<file path="config.mk">
export PLATFORM = sky130hd
export DESIGN_NAME = serial_logic_unit
export DESIGN_NICKNAME = d
export VERILOG_FILES = /design/src/rtl/serial_logic_unit.sv
export SDC_FILE = /design/constraint.sdc
export NUM_CORES = 1
export LEC_CHECK = 0
export CORE_UTILIZATION = 56
export DETAILED_ROUTE_END_ITERATION = 7
export PLACE_DENSITY_LB_ADDON = 0.05
export SLEW_MARGIN = 20
export SYNTH_ARGS = -nofsm -noshare
export SYNTH_HDL_FRONTEND = slang
export SYNTH_SLANG_ARGS = --single-unit
</file>
<file path="constraint.sdc">
create_clock -name clk -period 2.8 [get_ports clk]
set_clock_uncertainty 0.2 [all_clocks]
set_input_delay 0.56 -clock clk [delete_from_list [all_inputs] [get_ports clk]]
set_output_delay 0.56 -clock clk [all_outputs]
set_load 0.02 [all_outputs]
</file>
<file path="src/rtl/serial_logic_unit.sv">
// Digit-serial 32-bit AND/OR/XOR/NOR unit; done/out arrive N+1 edges after start (N = 32/DIGIT_W).
// No backpressure: start is taken only in IDLE and ignored while busy or done, never queued.
module serial_logic_unit #(
    parameter int DIGIT_W = 4
) (
    input  logic        clk,
    input  logic        rst,
    input  logic        start,
    input  logic [1:0]  op,
    input  logic [31:0] in1,
    input  logic [31:0] in2,
    output logic        busy,
    output logic        done,
    output logic [31:0] out
);
    localparam int N     = 32 / DIGIT_W;
    localparam int CNT_W = (N > 1) ? $clog2(N) : 1;

    typedef enum logic [1:0] {
        IDLE = 2'd0,
        RUN  = 2'd1,
        DONE = 2'd2
    } state_t;

    state_t             state;
    state_t             state_nxt;
    logic [31:0]        a_q;
    logic [31:0]        b_q;
    logic [1:0]         op_q;
    logic [31:0]        acc;
    logic [31:0]        acc_nxt;
    logic [CNT_W-1:0]   cnt;
    logic [DIGIT_W-1:0] dig;
    logic               last;

    always_comb begin
        dig       = '0;
        acc_nxt   = acc;
        last      = 1'b0;
        state_nxt = state;
        case (op_q)
            2'b00:   dig = a_q[DIGIT_W-1:0] & b_q[DIGIT_W-1:0];
            2'b01:   dig = a_q[DIGIT_W-1:0] | b_q[DIGIT_W-1:0];
            2'b10:   dig = a_q[DIGIT_W-1:0] ^ b_q[DIGIT_W-1:0];
            default: dig = ~(a_q[DIGIT_W-1:0] | b_q[DIGIT_W-1:0]);
        endcase
        // Result digits enter at the MSB so the first (lowest) digit ends up at bit 0.
        acc_nxt = {dig, acc[31:DIGIT_W]};
        last    = (cnt == CNT_W'(N - 1));
        case (state)
            IDLE:    if (start) state_nxt = RUN;
            RUN:     if (last) state_nxt = DONE;
            DONE:    state_nxt = IDLE;
            default: state_nxt = IDLE;
        endcase
    end

    always_ff @(posedge clk) begin
        if (rst) begin
            state <= IDLE;
            a_q   <= '0;
            b_q   <= '0;
            op_q  <= '0;
            acc   <= '0;
            cnt   <= '0;
            out   <= '0;
        end else begin
            state <= state_nxt;
            case (state)
                IDLE: begin
                    if (start) begin
                        a_q  <= in1;
                        b_q  <= in2;
                        op_q <= op;
                        cnt  <= '0;
                    end
                end
                RUN: begin
                    a_q <= a_q >> DIGIT_W;
                    b_q <= b_q >> DIGIT_W;
                    acc <= acc_nxt;
                    cnt <= cnt + CNT_W'(1);
                    // out is written only here, so it changes once per operation.
                    if (last) out <= acc_nxt;
                end
                default: ;
            endcase
        end
    end

    assign busy = (state == RUN);
    assign done = (state == DONE);

endmodule
</file>
==> impl_results.md <==
- Clk_lat worst skew: ~0.51 ns
- Internal power component: ~3.5 mW
- Setup Crit Path Kind: reg2out
- Vias: 4706
- Clock share of power: between 40% and 50%
- Top-count cell post-synth: nand2_1
- Top-area cell type share of the netlist area: 48.6%
- WL/cell: 13.5 µm
- Status: finished, final reports clean
- Worst-case hold slack: approximately 0.25 ns
- Slew @ Worst Pin: a little under 0.9 ns
- Relative slew slack: approximately two fifths
- Area contributors post-synth: dfxtp_1, nand2_1, a311oi_1
- First-pass GRT wire length: 19800 µm
- CTS Hold Bufs: 0
- GR Overflow Total: 0
- Syn nets: ~740
- DRT antenna net count: 0
- Worst slack at placement: a little over 0.5 ns
- Type of origin of the critical path: register
- Fraction of layout cells with a size suffix above 1: around 9.3%
- Crit path max-delay family: buffers and inverters
- Post-CTS Repair Setup Buffers: 0
- Drt initial violations: 227
- Full die area: roughly 10000 µm²
- Row cnt: 35
- Slowest stage delay, CP: a little under 0.6 ns
- Buffers plus inverters on the worst setup path: 2
- Clock sink total: 131
- Final worst setup slack: ~0.30 ns
- Fin cells: slightly below 900
- Top cell type by total area after synthesis: dfxtp_1
- TritonCTS clock tree: yes
- Logic gate share of total power: 10.7%
- Peak VDD IR: 398 µV
- Sequential power share: 43.7%
- Psw: 1.16 mW
- Power Density: ~660 nW/µm²
- Max Cap Violations: 0
- Die width: ~100 µm
- Placed cell count: roughly 840
- Critical Path AT: 1.74 ns
- Synth warn: 0
- Crit. End Element: output port
- Net Sw Frac: between 20% and 30%
- RSZ-0062 raised after global routing: false
- Root buf cell: clkbuf_8
- Largest net degree at the start of global routing: 91
- Post-synth cell types: 29
- Max Slew Vio Count: 0
- Vias per cell: between 5 and 6
- Vias in the first global route: 4250
- Top_reg_cell synth: dfxtp_1
- Initial antenna violation count: 0
- Commonest cells in the netlist: nand2_1, dfxtp_1, nor2_1, a21oi_1, a311oi_1
- Maximum root-to-sink buffer count: 2
- Starting density of the core: ~58%
- Critical Path RT: between 2 and 2.5 ns
- Gate Count Post-Synth: ~660
- Gpl congestion: approximately 0.74
- Layout filler cell count: 726
- Crit path cell chain: nand2b_2 -> inv_2 -> clkdlybuf4s50_1
- Drt total wl: 11800 µm
- FF+latch count, synth: around 130
- Core area: approximately 9300 µm²
- Slowest-stage cell, CP: clkdlybuf4s50_1
- CTS clk-pin slew, worst paths: about 0.060 ns
- Pre-antenna DRT Iters: 5
- I/O pins: 103
- Post-CTS sizing: 0
- EDFF count, synth: 0
- DP Wirelength: roughly 7600 µm
- Total Power: 4.63 mW
- Ys async rst share: 0%
- Final hold vios: 0
- Fmax: between 300 and 400 MHz
- Port buffer count: slightly above 100
- Post-Layout Inst Area: roughly 7000 µm²
- R2R setup slack: approximately 0.7 ns
- Final Core Density: 75.6%
- Die Y: approximately 100 µm
- Seq/Total Area, Yosys: 48.6%
- Lkg Pwr: 2.57 nW
- Post-Syn Area per Cell: around 8.2 µm²
- Period Utilization, post-route: 89.3%
- Htree depth: 4
- CTS buffer count: 17
- Post-layout nets: 811
- Setup TNS: 0 ns
- DRC: 0
- Syn Std Cell Area: 5400 µm²
- GRT Total Usage: between 20% and 30%
- Hold Crit Class: reg2reg
- Diode count: 0
- Post-placement cell area: around 6500 µm²
- Worst Path Max Fanout: 7
- Fin crit period: 2.50 ns
- Final setup viols: 0
- Layout area overhead: 30.0%
-- power by group through the flow --
stage	combinational, mW	clock [mW]	sequential (mW)
finish	0.493	2.11	2.02
global route	0.547	2.23	2.03
CTS	0.496	2.14	2.02
detailed placement	0.493	0	2.06
global placement	0.474	0	2.06
floorplan	0.337	0	2.04
-- kinds of logic (layout without fill, tap and decap cells) --
| logic type | after synthesis | in the layout | share of synthesized area, % |
|---|---|---|---|
| buffers and inverters | 66 | 154 | 5.93 |
| adders and majority gates | 10 | 10 | 2.32 |
| muxes | 5 | 5 | 0.996 |
| AOI/OAI and AO/OA | 134 | 134 | 20.1 |
| DFF | 131 | 131 | 48.6 |
| and+or+nand+nor | 310 | 310 | 22.1 |
-- registers in the layout, summed over array words and instances, names as in the netlist --
register  count
a_q          32
acc          28
state         2
b_q          32
op_q          2
cnt           3
out          32
-- layer usage --
metal  vias to the layer above  GRT usage, %  share of wire, %
met1                      2174          30.8                43
met2                       142          41.9                50
li1                       2374             -                 -
met5                         -             0                 0
met4                         0          10.1               1.5
met3                        16          6.13               4.9
-- worst register-to-register path, stage by stage (launching register included) --
cell	delay, ns
dfxtp_1	0.48
nand2b_2	0.10
inv_2	0.06
buf_4	0.68
nand2_1	0.20
a311oi_1	0.30
-- path summary, 6_finish.rpt --
check             startpoint  endpoint  cells after the start
hold / removal       out[19]   out[19]                      2
setup reg to reg    state[0]   b_q[21]                      5
setup / recovery    state[0]      busy                      3
hold reg to reg      out[19]   out[19]                      2
-- cell usage in the layout (no fill, tap or decap) --
master and instances:
nor2_1 81, a22oi_1 10, nor3b_1 1, inv_2 1
a311oi_1 42, a311oi_2 20, o21ba_4 1, a211o_1 3
mux2i_1 2, clkbuf_8 1, bufinv_16 2, nand2_1 219
and3b_1 1, clkinv_2 2, o21a_1 1, buf_12 5
clkbuf_16 16, nand3b_1 3, clkinvlp_4 2, ha_1 10
nor2b_1 3, nor3_1 1, nand2b_2 1, inv_1 9
inv_6 3, o21bai_1 1, mux2_2 3, o41ai_1 2
clkinv_4 5, clkdlybuf4s50_1 101, a21oi_1 53, a211oi_1 1
buf_4 7, dfxtp_1 131
-- area by class of cell --
type                            instances  area, µm²  area share [%]
Sequential cell                       131       2620            37.3
Multi-Input combinational cell        459       2470            35.1
Timing Repair Buffer                  113       1160            16.6
Clock buffer                           17        414            5.90
Tap cell                              129        161            2.30
Clock inverter                         14        155            2.21
Inverter                               10       37.5           0.535
No activity file was read; power rests on OpenSTA's default activity.
